### config.mk
export PLATFORM = sky130hd
export DESIGN_NAME = muldiv_seq
export DESIGN_NICKNAME = d
export VERILOG_FILES = /design/src/rtl/muldiv_seq.sv
export SDC_FILE = /design/constraint.sdc
export NUM_CORES = 1
export LEC_CHECK = 0
export ABC_CLOCK_PERIOD_IN_PS = 8100
export CAP_MARGIN = 15
export CORE_MARGIN = 2
export CORE_UTILIZATION = 55
export DETAILED_ROUTE_END_ITERATION = 16
export HOLD_SLACK_MARGIN = 0.08
export PLACE_DENSITY_LB_ADDON = 0.15
export SYNTH_ARGS = -nofsm -noshare
export SYNTH_HDL_FRONTEND = slang
export SYNTH_SLANG_ARGS = --single-unit
export TNS_END_PERCENT = 10
### constraint.sdc
create_clock -name clk -period 8.1 [get_ports clk]
set_input_delay 0.81 -clock clk [delete_from_list [all_inputs] [get_ports clk]]
set_output_delay 0.81 -clock clk [all_outputs]
set_load 0.05 [all_outputs]
### src/rtl/muldiv_seq.sv
// Iterative unsigned multiply/divide unit: one radix-2 step per cycle beside the execute ALU.
// Shift-add multiply (LSB first) and restoring divide (MSB first), with a single stall line.
`timescale 1ns/1ps
module muldiv_seq #(
    parameter int unsigned WIDTH = 16,
    parameter int unsigned CNT_W = 4
) (
    input  logic             clk,
    input  logic             rst_n,
    input  logic             start,
    input  logic [1:0]       op,
    input  logic [WIDTH-1:0] opa,
    input  logic [WIDTH-1:0] opb,
    input  logic             flush,
    output logic             stall,
    output logic             busy,
    output logic             done,
    output logic [WIDTH-1:0] result
);
    typedef enum logic [1:0] {StIdle, StBusy, StDone} state_e;

    state_e             state_q, state_d;
    logic [CNT_W-1:0]   count_q, count_d;
    logic [1:0]         op_q, op_d;
    // d_q: multiplicand for MUL, divisor for DIV; mq_q: multiplier for MUL, dividend/quotient for DIV
    logic [WIDTH-1:0]   d_q, d_d;
    logic [WIDTH-1:0]   mq_q, mq_d;
    logic [2*WIDTH-1:0] acc_q, acc_d;
    logic [WIDTH-1:0]   result_q, result_d;

    logic               accept;
    logic               last;
    logic [WIDTH:0]     mul_sum;
    logic [2*WIDTH-1:0] mul_acc;
    logic [WIDTH:0]     div_shift;
    logic [WIDTH:0]     div_diff;
    logic               div_borrow;
    logic [WIDTH:0]     div_rem;
    logic [WIDTH-1:0]   div_quo;

    assign accept = start & ~flush & ((state_q == StIdle) | (state_q == StDone));
    assign last   = (count_q == CNT_W'(WIDTH - 1));

    // Datapath for one iteration step
    always_comb begin
        mul_sum = {1'b0, acc_q[2*WIDTH-1:WIDTH]} + {1'b0, (mq_q[0] ? d_q : {WIDTH{1'b0}})};
        mul_acc = {mul_sum, acc_q[WIDTH-1:1]};

        div_shift = {acc_q[WIDTH-1:0], mq_q[WIDTH-1]};
        {div_borrow, div_diff} = {1'b0, div_shift} - {2'b00, d_q};
        if (div_borrow) begin
            div_rem = div_shift;
            div_quo = {mq_q[WIDTH-2:0], 1'b0};
        end else begin
            div_rem = div_diff;
            div_quo = {mq_q[WIDTH-2:0], 1'b1};
        end
    end

    always_comb begin
        state_d  = state_q;
        count_d  = count_q;
        op_d     = op_q;
        d_d      = d_q;
        mq_d     = mq_q;
        acc_d    = acc_q;
        result_d = result_q;
        if (flush) begin
            state_d = StIdle;
        end else begin
            case (state_q)
                StIdle, StDone: begin
                    if (start) begin
                        state_d = StBusy;
                        count_d = '0;
                        op_d    = op;
                        d_d     = op[1] ? opb : opa;
                        mq_d    = op[1] ? opa : opb;
                        acc_d   = '0;
                    end else begin
                        state_d = StIdle;
                    end
                end
                StBusy: begin
                    count_d = count_q + CNT_W'(1);
                    if (op_q[1]) begin
                        acc_d = {{(WIDTH-1){1'b0}}, div_rem};
                        mq_d  = div_quo;
                    end else begin
                        acc_d = mul_acc;
                        mq_d  = mq_q >> 1;
                    end
                    if (last) begin
                        state_d = StDone;
                        case (op_q)
                            2'b00:   result_d = mul_acc[WIDTH-1:0];
                            2'b01:   result_d = mul_acc[2*WIDTH-1:WIDTH];
                            2'b10:   result_d = div_quo;
                            default: result_d = div_rem[WIDTH-1:0];
                        endcase
                    end
                end
                default: state_d = StIdle;
            endcase
        end
    end

    always_ff @(posedge clk or negedge rst_n) begin
        if (!rst_n) begin
            state_q  <= StIdle;
            count_q  <= '0;
            op_q     <= '0;
            d_q      <= '0;
            mq_q     <= '0;
            acc_q    <= '0;
            result_q <= '0;
        end else begin
            state_q  <= state_d;
            count_q  <= count_d;
            op_q     <= op_d;
            d_q      <= d_d;
            mq_q     <= mq_d;
            acc_q    <= acc_d;
            result_q <= result_d;
        end
    end

    assign busy   = (state_q == StBusy);
    assign done   = (state_q == StDone);
    assign stall  = accept | busy;
    assign result = result_q;

endmodule

---- Yosys cells after proc, flatten, opt, wreduce, memory -nomap -nowiden ----
Index checks and enable logic that the tools add are counted.
storage, ports and cells
  register bits ........................... 88
  input bits .............................. 38
  output and inout port bits .............. 19
  logic and storage cells ................. 47
operators by class
  add/sub/neg operators ................... 3
  equal/unequal tests ..................... 7
  multiplexer cells ....................... 18
  bitwise gates (word level) .............. 5
  reductions and logical operators ........ 7
operators by type and width
  operator               count
  $mux W16               5
  $mux W32               2
  $pmux W32 S2           1
  $pmux W16 S3           1
  $pmux W16 S2           1
  $sub A17 B16 Y18       1
  $add A16 B16 Y17       1
  $mux W17               1
  $reduce_and A3 Y1      3
  $pmux W4 S2            1
  $add A4 B1 Y4 const B  1
  $eq A2 B1 Y1 const B   2
  $eq A2 B2 Y1 const B   2
  $eq A4 B4 Y1 const B   1
  $logic_not A2 Y1       2
  $mux W2                2
  $mux W4                1
  $pmux W2 S2            1
  $ne A3 B2 Y1 const B   1
  $and A1 B1 Y1          2
  $mux W1                2
  $ne A2 B2 Y1 const B   1
  $or A1 B1 Y1           2
  $reduce_bool A2 Y1     1
  other kinds (2)        2

---- Depth between registers and ports, before layout ----
Gate-level depths: netlist of run 1.
  depth after elaboration ................. 4
  gate-level depth with buffers ........... 14

---- Worst setup path before layout of run 1 ----
OpenSTA, ideal clock, no wires.
  kind .................................... reg2reg
  start ................................... reg mq_q[0]
  end ..................................... reg result_q[7] (netlist: result[7])
  library setup time ...................... 125 ps
  arrival time ............................ 2,891 ps
  data required time ...................... 7,975 ps
  path slack .............................. 5,084 ps
  stages on the path, launching flop included .. 15
  period minus slack after synthesis ...... 3,016 ps
  cell sequence ........................... dfrtp_1 clkbuf_1 clkbuf_1 and2_1 ha_1 inv_1 fa_1 nor2b_1 o2111ai_1 a31oi_1 o21ai_1 nand2b_1 xor2_1 mux4_2 mux2_2
on the way
  word-level cells in the longest chain between the ends .. 3
ends and longest elaborated chain
  element                 RTL line  source
  start, declared         27        logic [WIDTH-1:0] mq_q, mq_d;
  start signal, assigned  122       mq_q <= mq_d;
  $mux W16                46        mul_sum = {1'b0, acc_q[2*WIDTH-1:WIDTH]} + {1'b0, (mq_q[0] ? d_q : {WIDTH{1'b0}})};
  $add A16 B16 Y17        46
  $pmux W16 S3            95        case (op_q)
  end signal, assigned    124       result_q <= result_d;
  end, declared           29        logic [WIDTH-1:0] result_q, result_d;
No other way between the ends.
A chain may end at the register's enable or synchronous reset.

---- Worst setup path after layout of run 1 ----
  start ................................... reg d_q[1]
  end ..................................... reg result_q[5] (netlist: result[5])
on the way
  word-level cells in the longest chain between the ends .. 3
  elaborated cells on any way between the ends .. 5
  classes of those cells .................. add/sub (2); mux (3)
ends and longest elaborated chain
  element                                              RTL line  source
  start, declared                                      26        logic [WIDTH-1:0] d_q, d_d;
  start signal, assigned                               113       d_q <= '0;
  start signal, assigned                               121       d_q <= d_d;
  $sub A17 B16 Y18 / $mux W16 (equally long branches)  50, 46
  $mux W17 / $add A16 B16 Y17 (equally long branches)  51, 46
  $pmux W16 S3 (*)                                     95
Every way passes the cells marked *; elsewhere a longest branch is shown, timed or not.

==> flow_summary.json, run 1 <==
{
  "status": "complete, no violations",
  "ir_drop_uv": 233,
  "end_kind": "flip-flop",
  "yosys.area.top_type_share_pct": 34.9,
  "ys_warn_count": 0,
  "cts_resized": 0,
  "synth.avg_cell_area_um2": 8.57,
  "grt_max_degree": 66,
  "dp_hpwl_um": 13100,
  "dieWidth_um": 111,
  "cts_max_level": 3,
  "dpl_cell_area_um2": 6950,
  "final_cell_area_um2": 7240,
  "finalSetupViolCount": 0,
  "worst-path-max-fanout": 16,
  "yosysTopAreaCell": "dfrtp_1",
  "required_ps": 8340,
  "via_count": 5802,
  "synth_common_cells": "nand2_1 (108), dfrtp_1 (88), o21ai_0 (87)",
  "antenna_found_initial": 0,
  "synth_edf_count": 0,
  "first_global_vias": 5563,
  "die_area_um2": 12400,
  "io_pins": 57,
  "synth_top_cells_by_area": "dfrtp_1 (35%), o21ai_0 (6.9%), ha_1 (6.5%), nand2_1 (6.4%), mux2i_1 (6.3%)",
  "viasPerCell": 6.32,
  "area_delta_synth_final_pct": 14.7,
  "cts_setup_buffers": 0,
  "ys.flop_type": "dfrtp_1",
  "slew_viol_final": 0,
  "yosysMostFrequentCell": "nand2_1",
  "leakage_nw": 3.31,
  "ctsHoldBuffers": 0,
  "drive_gt1_share_pct": 7.74,
  "fill_cells": 1005,
  "wl_per_cell_um": 19.7,
  "powerDensity_nw_per_um2": 294,
  "worstPathArrival_ps": 3710,
  "clockBufferDepth": 2,
  "period_share_pct": 42.9,
  "grtUsageTotal_pct": 30.2,
  "skew_ps": 14.0,
  "fin_util_pct": 64.0,
  "grt_setup_unrepaired": "no",
  "synth-seq-area-share_pct": 34.9,
  "grt_first_pass_wirelength_um": 29300,
  "ys_ff_latch": 88,
  "timing.fmax_mhz": 288,
  "placement_rows": 39,
  "cp-startpoint": "d_q[1]",
  "wirelength_um": 18100,
  "r2r_setup_slack_ps": 4630,
  "drtIter0Drc": 512,
  "hold_violations": 0,
  "grt-ovfl-total": 0,
  "rr_startpoint": "d_q[1]",
  "synth_area_um2": 6320,
  "cts.clk_slew.worst_paths_ps": 70,
  "clock-sinks": 88,
  "synthesis.nets": 810,
  "hold_start": "result[9]",
  "hold_class": "flip-flop to flip-flop",
  "async_flop_share_pct": 100,
  "tightest_slew_ps": 1110,
  "critical_path_class": "flip-flop to flip-flop",
  "die_h_um": 111,
  "fin_tns_setup_ps": 0,
  "insertion_delay_ps": 360,
  "cts_root_buf": "clkbuf_16",
  "core_um2": 11300,
  "slew_headroom_pct": 25.7,
  "drc": 0,
  "cts_tree": "built",
  "antenna_left": 0,
  "ys_types": 63,
  "netlist_instances": 737,
  "start_util_pct": 55.8,
  "first_pass_iters": 5,
  "place.port_buffers": 56,
  "gp_congestion": 0.998,
  "nets": 843,
  "cts_buffers": 9,
  "cap_violations": 0,
  "worstSetupStartpointType": "flip-flop",
  "finalCriticalPeriod_ps": 3470,
  "antennaDiodeCount": 0
}
## layer usage
metal / track usage (%) / share of wire [%] / wire length [um]
met1: 42.8 / 45 / 8090
met2: 46.2 / 44 / 7890
met3: 6.78 / 9.0 / 1630
met4: 9.38 / 2.5 / 457
met5: 0 / 0 / 0
## final cells by class
type	count	area (um^2)	area share (%)
clock buffers	10	229	3.16
well taps	143	179	2.47
inverters	32	120	1.66
flip-flops and latches	88	2200	30.4
repair buffers	63	606	8.36
multi-input cells	576	3840	53.0
clock inverters	6	67.6	0.933
## stage by stage
stage	power [mW]	cells	setup slack [ps]	hold WS, ps
detailed placement	1.68	902	4650	472
CTS	2.11	918	4620	486
global route	2.27	918	4370	497
floorplan	1.41	737	5080	450
global placement	1.64	902	4700	459
finish	2.13	918	4630	480
## where the power goes
group          leakage (nW)  switching, mW  internal (mW)
Combinational          2.03          0.588          0.452
Clock                 0.139          0.189          0.241
Sequential             1.15          0.130          0.528
Total                  3.31          0.908           1.22
## worst paths after layout
kind	cells after the start	to
max in group asynchronous	2	op_q[1]
worst min register to register	2	result[9]
worst min-delay path	2	result[9]
worst max-delay path	10	result[5]
worst max register to register	10	result[5]
min in group asynchronous	1	acc_q[26]
## flip-flops by register name, indices dropped and copies added, names as in the netlist
name     cells
op_q         2
state_q      2
result      16
d_q         16
mq_q        16
acc_q       32
count_q      4
## placed cells by master, fill, tap and decap left out, types with 4 or more instances in the layout
master	netlist	routed
nor2_1	27	26
nand3_1	10	10
o21ai_1	4	4
a2111oi_0	5	5
mux2i_1	40	40
xor2_1	8	8
nor2b_1	12	12
and2_1	19	19
nand2b_1	5	5
o21ai_0	87	87
a22o_1	8	8
a211oi_1	9	9
inv_1	31	31
nand2_1	108	108
dfrtp_1	88	87
buf_4	0	8
clkdlybuf4s50_1	0	54
clkbuf_16	0	9
ha_1	33	33
or3_1	4	4
o21a_1	8	8
nor3_1	17	17
nand4_1	4	4
xnor2_1	12	12
o31ai_1	6	6
mux2_2	20	20
a21o_1	10	10
a31oi_1	10	10
a21oi_1	57	57
## cells by family after synthesis
kind of cell | share of synthesized area (%)
AOI/OAI and AO/OA | 23.1
xor gates and xnor gates | 2.77
adders and majority gates | 7.17
buffers and inverters | 4.48
DFF | 34.9
muxes | 11.7
and+or+nand+nor | 16.0
## worst max-delay path: stages, from the launching register on
cell	delay (ps)
dfrtp_1	460
inv_1	70
ha_1	270
nor2b_1	190
o31a_1	250
o211ai_2	150
a21oi_2	220
a21o_1	610
mux2_4	360
mux4_2	480
mux2_2	280
(Power assumes the default switching activity.)
==> run 2: changes to the inputs <==
ABC_CLOCK_PERIOD_IN_PS = 3600   (was 8100)
clock period = 3.6 ns   (was 8.1 ns; I/O delays follow)
==> run 2 against run 1 <==
Net effect:
- clock power up 120%
- die area unchanged
- utilization increased by 0.69 points
- design area up 1.1%
- first-iteration DRC count decreased by 0.39%
- sequential power is 120% higher
- largest cell class unchanged
- largest power group unchanged
==> flow_summary.json, run 2 (synthesis results as in run 1) <==
{
  "final_common_cell": "nand2_1",
  "dieWidth_um": 111,
  "grt_setup_unrepaired": "no",
  "slowest_delay_ps": 650,
  "gp_congestion": 1.00,
  "area_delta_synth_final_pct": 15.9,
  "clockBufferDepth": 2,
  "grt_max_degree": 61,
  "fin_tns_setup_ps": 0,
  "antenna_left": 0,
  "critical_path_class": "flip-flop to flip-flop",
  "worstPathArrival_ps": 3450,
  "r2r_setup_slack_ps": 390,
  "rr_startpoint": "d_q[2]",
  "die_h_um": 111,
  "crit_path_top_delay_cell": "o31ai_1",
  "viasPerCell": 6.30,
  "layoutNonFillerInstCount": 929,
  "register_area_um2": 2200,
  "dp_worst_setup_slack_ps": 352,
  "cap_violations": 0,
  "tightest_slew_ps": 992,
  "drive_gt1_share_pct": 8.65,
  "final_cell_area_um2": 7320,
  "io_pins": 57,
  "fin_util_pct": 64.7,
  "cp-endpoint": "result[14]",
  "first_pass_iters": 6,
  "hold_ws_ps": 482,
  "nets": 854,
  "grt-ovfl-total": 0,
  "hold_violations": 0,
  "wl_per_cell_um": 19.9,
  "die_area_um2": 12400,
  "layout_common_cells": "nand2_1 (108), o21ai_0 (87), dfrtp_1 (87), a21oi_1 (57), clkdlybuf4s50_1 (54)",
  "cts_max_level": 3,
  "skew_ps": 6.96,
  "layout_setup_ws_ps": 389,
  "drc": 0,
  "start_util_pct": 55.8,
  "period_share_pct": 89.2,
  "cp-startpoint": "d_q[2]",
  "r2r_end": "result[14]",
  "hold_class": "flip-flop to flip-flop",
  "drtIter0Drc": 510,
  "leakage_nw": 3.36,
  "slew_viol_final": 0,
  "dpl_cell_area_um2": 7020,
  "core_um2": 11300,
  "insertion_delay_ps": 360,
  "antennaDiodeCount": 0,
  "multi_input_area_um2": 3850,
  "end_kind": "flip-flop",
  "via_count": 5852,
  "finalCriticalPeriod_ps": 3210,
  "worstSetupStartpointType": "flip-flop",
  "dp_hpwl_um": 13500,
  "place.port_buffers": 56,
  "placement_rows": 39,
  "ir_drop_uv": 548,
  "antenna_found_initial": 0,
  "grt_first_pass_wirelength_um": 30100,
  "cts_buffers": 9,
  "powerDensity_nw_per_um2": 654,
  "cts_root_buf": "clkbuf_16",
  "r2r_cells": 10,
  "timing.fmax_mhz": 311,
  "largest_reg_flops": 32,
  "critPathMostFrequentCell": "o31ai_1",
  "required_ps": 3840,
  "place_inst": 912,
  "grtUsageTotal_pct": 30.9,
  "worst-path-max-fanout": 4,
  "power_mw": 4.79,
  "clock-sinks": 88,
  "finalSetupViolCount": 0,
  "cts.clk_slew.worst_paths_ps": 60,
  "cts_setup_buffers": 0,
  "wirelength_um": 18500,
  "slew_headroom_pct": 33.9,
  "cts_tree": "built",
  "first_global_vias": 5744,
  "cp_cell_sequence": "inv_1 -> ha_1 -> nor2b_1 -> o31a_1 -> o211a_1 -> o31ai_1 -> nor2_1 -> o31ai_1 -> a21oi_1 -> o32a_1",
  "fill_cells": 962,
  "largest_register": "acc_q",
  "status": "complete, no violations"
}
==> run 2: report_power, final <==
group          leakage, nW  switching [mW]  internal, mW
clock network        0.134           0.397         0.538
logic                 2.08            1.34          1.05
registers             1.15           0.275          1.19
total                 3.36            2.01          2.77
==> run 2: per-layer routing <==
layer / vias up / global-route usage, % / share of wire [%]
li1: 2744 / - / -
met2: 281 / 49.1 / 46
met4: 0 / 8.31 / 1.9
met1: 2795 / 43.1 / 43
met3: 32 / 6.45 / 8.7
met5: - / 0 / 0
==> run 2: timing repair <==
item / 4_1_cts / 5_1_grt
gates resized for setup: 0 / 2
endpoints found under the setup margin: 0 / 5
hold buffers: 1 / 0
hold endpoints to repair: 42 / 0
==> run 2: how the worst min path moves through the flow <==
stage / start / end / slack [ps] / cells past startpoint
after CTS: mq_q[15] / mq_q[15] / 480 / 2
after global routing: mq_q[15] / mq_q[15] / 500 / 2
after floorplan: rst_n / acc_q[0] / 60 / 0
after global placement: rst_n / result[5] / 390 / 1
after detailed placement: rst_n / result[5] / 400 / 1
final: mq_q[15] / mq_q[15] / 480 / 2
==> run 2: final cells by class <==
type	count	area share, %
clock buffers	13	3.28
clock inverters	3	0.581
inverters	32	1.64
multi-input cells	576	52.5
flip-flops and latches	88	30.1
well taps	143	2.44
repair buffers	74	9.43
==> run 2: critical path: cells and delay by family, from the launching register on <==
kind,cells,cell delay [ps]
DFF,1,440
adders and majority gates,1,340
AOI/OAI and AO/OA,6,1970
and+or+nand+nor,2,270
buffers and inverters,1,70
